===== config.mk =====
export PLATFORM = sky130hd
export DESIGN_NAME = mem_access_ctrl
export DESIGN_NICKNAME = d
export VERILOG_FILES = /design/src/rtl/mem_access_ctrl.sv
export SDC_FILE = /design/constraint.sdc
export NUM_CORES = 1
export LEC_CHECK = 0
export ABC_AREA = 1
export CORE_MARGIN = 10
export CORE_UTILIZATION = 45
export CTS_CLUSTER_DIAMETER = 200
export DETAILED_ROUTE_END_ITERATION = 8
export HOLD_SLACK_MARGIN = 0.1
export PLACE_DENSITY = 0.82
export SETUP_SLACK_MARGIN = 0.05
export SLEW_MARGIN = 40
export SYNTH_ARGS = -nofsm -noshare
export SYNTH_HDL_FRONTEND = slang
export SYNTH_SLANG_ARGS = --single-unit

===== constraint.sdc =====
create_clock -name clk -period 1.7 [get_ports clk]
set_input_delay 0.255 -clock clk [delete_from_list [all_inputs] [get_ports clk]]
set_output_delay 0.255 -clock clk [all_outputs]
set_load 0.005 [all_outputs]

===== src/rtl/mem_access_ctrl.sv =====
// mem_access_ctrl
//   Memory-stage access controller. Non-memory ops pass the ALU result straight
//   to writeback. Memory ops are checked for alignment and then issued as a
//   single request/acknowledge transaction on a simple memory port. The
//   controller stalls the pipeline while the access is outstanding and gives up
//   after TIMEOUT cycles without an acknowledge. Memory is big-endian: byte
//   offset 0 is bits 31:24.
//
//   Ports
//     clk, Reset          clock, synchronous active-low reset
//     MEM_RB_in           store data
//     MEM_ALU_OUT_in      effective byte address or ALU result
//     MEM_RD_in           destination register
//     MEM_RAM_CTRL_in     [3] enable, [2] write, [1:0] size (00 B, 01 H, 1x W)
//     MEM_L_in            writeback source: 1 load data, 0 ALU result
//     MEM_RF_LE_in        register-file load enable
//     mem_ack, mem_rdata  memory completion and read word
//     mem_req, mem_we     request and write strobe
//     mem_addr            word-aligned address
//     mem_wdata, mem_be   lane-replicated store data and byte enables
//     WB_DATA_out, WB_RD_out, WB_RF_LE_out   registered writeback
//     MEM_STALL_out       combinational stall to upstream stages
//     MEM_ERR_out         one-cycle fault pulse (misalignment or timeout)
//
//   state  | meaning
//   -------+--------------------------------------------------------------
//   IDLE   | no access in flight; ops are decoded as they arrive
//   ACCESS | request issued, waiting for mem_ack or the timeout

module mem_access_ctrl #(
    parameter int TIMEOUT = 16
) (
    input  logic        clk,
    input  logic        Reset,
    input  logic [31:0] MEM_RB_in,
    input  logic [31:0] MEM_ALU_OUT_in,
    input  logic [4:0]  MEM_RD_in,
    input  logic [3:0]  MEM_RAM_CTRL_in,
    input  logic        MEM_L_in,
    input  logic        MEM_RF_LE_in,
    input  logic        mem_ack,
    input  logic [31:0] mem_rdata,
    output logic        mem_req,
    output logic        mem_we,
    output logic [31:0] mem_addr,
    output logic [31:0] mem_wdata,
    output logic [3:0]  mem_be,
    output logic [31:0] WB_DATA_out,
    output logic [4:0]  WB_RD_out,
    output logic        WB_RF_LE_out,
    output logic        MEM_STALL_out,
    output logic        MEM_ERR_out
);

    localparam int CW = (TIMEOUT > 1) ? $clog2(TIMEOUT) : 1;
    localparam logic [CW-1:0] CNT_LAST = CW'(TIMEOUT - 1);

    typedef enum logic {
        IDLE   = 1'b0,
        ACCESS = 1'b1
    } state_t;

    state_t        state_q, state_d;
    logic [CW-1:0] cnt_q, cnt_d;
    logic          mem_req_q, mem_req_d;
    logic          mem_we_q, mem_we_d;
    logic [31:0]   mem_addr_q, mem_addr_d;
    logic [31:0]   mem_wdata_q, mem_wdata_d;
    logic [3:0]    mem_be_q, mem_be_d;
    logic [31:0]   wb_data_q, wb_data_d;
    logic [4:0]    wb_rd_q, wb_rd_d;
    logic          wb_rf_le_q, wb_rf_le_d;
    logic          mem_err_q, mem_err_d;
    // Op fields captured at ACCESS entry; upstream is held but not trusted.
    logic [31:0]   lat_alu_q, lat_alu_d;
    logic [4:0]    lat_rd_q, lat_rd_d;
    logic [1:0]    lat_size_q, lat_size_d;
    logic          lat_l_q, lat_l_d;
    logic          lat_rf_le_q, lat_rf_le_d;

    logic          op_mem;
    logic          op_misaligned;
    logic          stall;

    function automatic logic [31:0] store_lanes(input logic [1:0] size, input logic [31:0] rb);
        logic [31:0] w;
        case (size)
            2'b00:   w = {4{rb[7:0]}};
            2'b01:   w = {2{rb[15:0]}};
            default: w = rb;
        endcase
        return w;
    endfunction

    function automatic logic [3:0] byte_en(input logic [1:0] size, input logic [1:0] off);
        logic [3:0] be;
        case (size)
            2'b00:   be = 4'b1000 >> off;
            2'b01:   be = off[1] ? 4'b0011 : 4'b1100;
            default: be = 4'b1111;
        endcase
        return be;
    endfunction

    function automatic logic [31:0] load_extract(input logic [1:0] size, input logic [1:0] off,
                                                 input logic [31:0] rdata);
        logic [31:0] v;
        case (size)
            2'b00: begin
                case (off)
                    2'd0:    v = {24'd0, rdata[31:24]};
                    2'd1:    v = {24'd0, rdata[23:16]};
                    2'd2:    v = {24'd0, rdata[15:8]};
                    default: v = {24'd0, rdata[7:0]};
                endcase
            end
            2'b01:   v = off[1] ? {16'd0, rdata[15:0]} : {16'd0, rdata[31:16]};
            default: v = rdata;
        endcase
        return v;
    endfunction

    always_comb begin
        op_mem = MEM_RAM_CTRL_in[3];
        case (MEM_RAM_CTRL_in[1:0])
            2'b00:   op_misaligned = 1'b0;
            2'b01:   op_misaligned = MEM_ALU_OUT_in[0];
            default: op_misaligned = |MEM_ALU_OUT_in[1:0];
        endcase
    end

    // The final timeout cycle does not stall: the op is retired as a fault.
    always_comb begin
        stall = 1'b0;
        if (Reset) begin
            if (state_q == IDLE) begin
                stall = op_mem & ~op_misaligned;
            end else begin
                stall = ~mem_ack & (cnt_q != CNT_LAST);
            end
        end
    end

    always_comb begin
        state_d     = state_q;
        cnt_d       = cnt_q;
        mem_req_d   = mem_req_q;
        mem_we_d    = mem_we_q;
        mem_addr_d  = mem_addr_q;
        mem_wdata_d = mem_wdata_q;
        mem_be_d    = mem_be_q;
        wb_data_d   = wb_data_q;
        wb_rd_d     = wb_rd_q;
        wb_rf_le_d  = wb_rf_le_q;
        mem_err_d   = 1'b0;
        lat_alu_d   = lat_alu_q;
        lat_rd_d    = lat_rd_q;
        lat_size_d  = lat_size_q;
        lat_l_d     = lat_l_q;
        lat_rf_le_d = lat_rf_le_q;

        case (state_q)
            IDLE: begin
                if (!op_mem) begin
                    wb_data_d  = MEM_ALU_OUT_in;
                    wb_rd_d    = MEM_RD_in;
                    wb_rf_le_d = MEM_RF_LE_in;
                end else if (op_misaligned) begin
                    wb_rf_le_d = 1'b0;
                    mem_err_d  = 1'b1;
                end else begin
                    state_d     = ACCESS;
                    cnt_d       = '0;
                    mem_req_d   = 1'b1;
                    mem_we_d    = MEM_RAM_CTRL_in[2];
                    mem_addr_d  = {MEM_ALU_OUT_in[31:2], 2'b00};
                    mem_wdata_d = store_lanes(MEM_RAM_CTRL_in[1:0], MEM_RB_in);
                    mem_be_d    = byte_en(MEM_RAM_CTRL_in[1:0], MEM_ALU_OUT_in[1:0]);
                    wb_rf_le_d  = 1'b0;
                    lat_alu_d   = MEM_ALU_OUT_in;
                    lat_rd_d    = MEM_RD_in;
                    lat_size_d  = MEM_RAM_CTRL_in[1:0];
                    lat_l_d     = MEM_L_in;
                    lat_rf_le_d = MEM_RF_LE_in;
                end
            end
            default: begin
                if (mem_ack) begin
                    state_d    = IDLE;
                    mem_req_d  = 1'b0;
                    mem_we_d   = 1'b0;
                    wb_data_d  = lat_l_q ? load_extract(lat_size_q, lat_alu_q[1:0], mem_rdata)
                                         : lat_alu_q;
                    wb_rd_d    = lat_rd_q;
                    wb_rf_le_d = lat_rf_le_q & ~mem_we_q;
                end else if (cnt_q == CNT_LAST) begin
                    state_d    = IDLE;
                    mem_req_d  = 1'b0;
                    mem_we_d   = 1'b0;
                    wb_rf_le_d = 1'b0;
                    mem_err_d  = 1'b1;
                end else begin
                    cnt_d      = cnt_q + 1'b1;
                    wb_rf_le_d = 1'b0;
                end
            end
        endcase
    end

    always_ff @(posedge clk) begin
        if (!Reset) begin
            state_q     <= IDLE;
            cnt_q       <= '0;
            mem_req_q   <= 1'b0;
            mem_we_q    <= 1'b0;
            mem_addr_q  <= '0;
            mem_wdata_q <= '0;
            mem_be_q    <= '0;
            wb_data_q   <= '0;
            wb_rd_q     <= '0;
            wb_rf_le_q  <= 1'b0;
            mem_err_q   <= 1'b0;
            lat_alu_q   <= '0;
            lat_rd_q    <= '0;
            lat_size_q  <= '0;
            lat_l_q     <= 1'b0;
            lat_rf_le_q <= 1'b0;
        end else begin
            state_q     <= state_d;
            cnt_q       <= cnt_d;
            mem_req_q   <= mem_req_d;
            mem_we_q    <= mem_we_d;
            mem_addr_q  <= mem_addr_d;
            mem_wdata_q <= mem_wdata_d;
            mem_be_q    <= mem_be_d;
            wb_data_q   <= wb_data_d;
            wb_rd_q     <= wb_rd_d;
            wb_rf_le_q  <= wb_rf_le_d;
            mem_err_q   <= mem_err_d;
            lat_alu_q   <= lat_alu_d;
            lat_rd_q    <= lat_rd_d;
            lat_size_q  <= lat_size_d;
            lat_l_q     <= lat_l_d;
            lat_rf_le_q <= lat_rf_le_d;
        end
    end

    assign mem_req       = mem_req_q;
    assign mem_we        = mem_we_q;
    assign mem_addr      = mem_addr_q;
    assign mem_wdata     = mem_wdata_q;
    assign mem_be        = mem_be_q;
    assign WB_DATA_out   = wb_data_q;
    assign WB_RD_out     = wb_rd_q;
    assign WB_RF_LE_out  = wb_rf_le_q;
    assign MEM_STALL_out = stall;
    assign MEM_ERR_out   = mem_err_q;

endmodule


==> impl_metrics.csv <==
group,metric,value,unit
outcome,status,"finished, final reports clean",
clock_tree,cts_hold_buffers,0,
sta,final_max_slew_viol_count,0,
clock_tree,tritoncts,"yes",
synthesis,synth_top_flop_cell,"dfxtp_1",
placed_design,place.gp.congestion,0.8613,
routing,first_iter_violations,470,
synthesis,syn-cell-area,5911,um^2
clock_tree,cts_buffer_depth,2,
routing,vias,6373,
run,cap_viol_max_count,0,
synthesis,ys_seq_area_frac,0.4166,
clock_tree,path_clk_slew,0.06,ns
cells_and_area,layout-drive-gt1-share,0.1193,
pwr,p_per_area,1003,nW/um^2
synthesis,synth_edf_count,0,
critical_path,critPathCaptureType,"primary output",
global_routing,grt_antenna_before_repair,0,
global_routing,grt_pass1_wl,33.19,mm
cells_and_area,most-common-layout-cells,"clkdlybuf4s50_1 (214), nand2_1 (178), dfxtp_1 (119), a21oi_1 (119), o21ai_0 (117)",
placed_design,dp_hpwl,16.16,mm
critical_path,worst-endpoint-arrival,1.39,ns
clock_tree,h-tree-depth,4,
sta,fin_crit_sh,0.9663,
sta,period_minus_slack,1.643,ns
routing,wl_per_cell,18.13,um
synthesis,syn-mean-instance-area,7.208,um^2
critical_path,worstSetupPathType,"flip-flop to primary output",
cells_and_area,num_antenna_cells,0,
routing,drcViolationCount,0,
clock_tree,clkLatencyLatePin,0.42,ns
pwr,p_total,8967,uW
floorplan,die_w,134.6,um
cells_and_area,fin_nets,1130,
synthesis,synthDistinctLibCells,30,
critical_path,crit_family,"flip-flops",
pwr,ir_drop,528.5,uV
cells_and_area,layout-area-overhead-vs-synth,51.23,%
global_routing,grt_max_degree,80,
global_routing,grt_usage,0.2309,
floorplan,io_pins,220,
synthesis,synth_async_sr_flop_share,0,
synthesis,postSynthCellCount,820,
sta,fin_skew,0.005652,ns
synthesis,yosys_warnings,0,
floorplan,die-area,18120,um^2
global_routing,grt_remaining_overflow,0,
placed_design,io_buffers,217,
routing,drt_pre_antenna_iters,8,
clock_tree,clock_tree.root_cell,"clkbuf_16",
pwr,leakagePower,0.003519,uW
floorplan,die_h,134.6,um
clock_tree,cts-buffers-inserted,17,
sta,setup_viol,0,
floorplan,start_util,0.4646,
routing,vias_per_cell,5.298,
sta,final_hold_viol_count,0,
sta,fin_tns_setup,0,ns
critical_path,crit_buf_inv,2,
critical_path,crit_path_cell_trace,"ha_4 -> nand2_2 -> inv_2 -> nand2_2 -> nand2_2 -> a21oi_2 -> buf_2",
cells_and_area,layout_commonest_cell,"clkdlybuf4s50_1",
critical_path,worstSetupStartpointType,"flip-flop",
floorplan,rows,41,
routing,wl,21.81,mm
synthesis,synth_seq_cells,123,
sta,fmax,0.6088,GHz
sta,rsz0062_at_grt,"true",
critical_path,cp_common_cell,"nand2_2",
routing,antenna_left,0,
worst_hold_path,hold_path.class,"input port to flip-flop",
critical_path,cpMaxStageDelayCell,"dfxtp_2",
floorplan,coreArea,12720,um^2
critical_path,path_max_fanout,2,
global_routing,grt_pass1_vias,6260,
critical_path,cp.required,1.44,ns
clock_tree,clock-sinks,123,
critical_path,cp_slowest_stage_delay,0.33,ns
[flip-flops by register name (all words and copies together) (netlist names), 2 cells and up]
| signal | cells |
|---|---|
| lat_size_q | 2 |
| mem_be | 4 |
| WB_DATA_out | 32 |
| lat_alu_q | 32 |
| cnt_q | 4 |
| WB_RD_out | 5 |
| lat_rd_q | 5 |
| mem_wdata | 32 |
[cells in the mapped netlist (all sizes together), types with 10 or more instances]
cell / count / share of area
nor2: 47 / 0.033
inv: 52 / 0.033
a21oi: 120 / 0.10
o221ai: 11 / 0.016
nand2: 184 / 0.12
clkbuf: 25 / 0.016
a31oi: 10 / 0.011
dfxtp: 123 / 0.42
nand3: 26 / 0.022
o211ai: 16 / 0.020
o21ai: 120 / 0.10
buf: 64 / 0.077
[per-stage QoR]
step           cell area, um^2  utilization  worst slack [ns]  hold WS [ns]  instances
5_1_grt                   8939       0.7026         -0.006013        0.3959       1203
3_5_place_dp              8188       0.6436           -0.3681        0.4464       1169
3_3_place_gp              8188       0.6436           -0.3377        0.4418       1169
4_1_cts                   8864       0.6967           0.03708        0.3791       1202
2_1_floorplan             5914            -            0.3621        0.3982        821
6_report                  8939       0.7026           0.05734        0.3865       1203
[layout make-up]
cell class	instances	area, um^2
tap	172	215.2
clock inverter	6	130.1
timing repair buffer	268	2659
multi-input combinational	557	2741
clock buffer	25	525.5
sequential	123	2467
inverter	52	200.2
fill	1034	3784
[worst min-delay path: cells and delay by family]
family	cells	cell delay [ns]
AOI/OAI and AO/OA	1	0.10
buffers and inverters	2	0.36
and+or+nand+nor	1	0.04
[logic make-up after synthesis]
| group | synth area share |
|---|---|
| DFF | 0.4166 |
| and+or+nand+nor | 0.1861 |
| other | 0.0006344 |
| adders and majority gates | 0.002117 |
| xor gates and xnor gates | 0.002964 |
| AOI/OAI and AO/OA | 0.2652 |
| buffers and inverters | 0.1264 |
[path summary, 6_finish.rpt]
| path | startpoint | endpoint | slack, ns | cells after the start |
|---|---|---|---|---|
| setup / recovery | cnt_q[1] | MEM_STALL_out | 0.06 | 7 |
| hold / removal | Reset | lat_alu_q[3] | 0.39 | 4 |
| setup reg to reg | state_q | WB_DATA_out[28] | 0.16 | 8 |
| hold reg to reg | lat_rf_le_q | lat_rf_le_q | 0.46 | 2 |
[repair_timing]
item | CTS | global route
pin swaps | 1 | 2
hold endpoints to repair | 0 | 0
gates resized for setup | 8 | 14
setup buffers | 2 | 0
cloned | 0 | 1
endpoints found under the setup margin | 1 | 51
[metal layers]
metal | part of all wire | global-route usage
met3 | 0.11 | 0.09236
met2 | 0.47 | 0.3882
met5 | 0 | 0
met4 | 0.027 | 0.09432
met1 | 0.39 | 0.2543
[power by group]
group	internal, uW	switching [uW]
Clock	2710	1260
Combinational	922	823
Sequential	3120	130
Total	6760	2210
No activity file was read; power rests on OpenSTA's default activity.
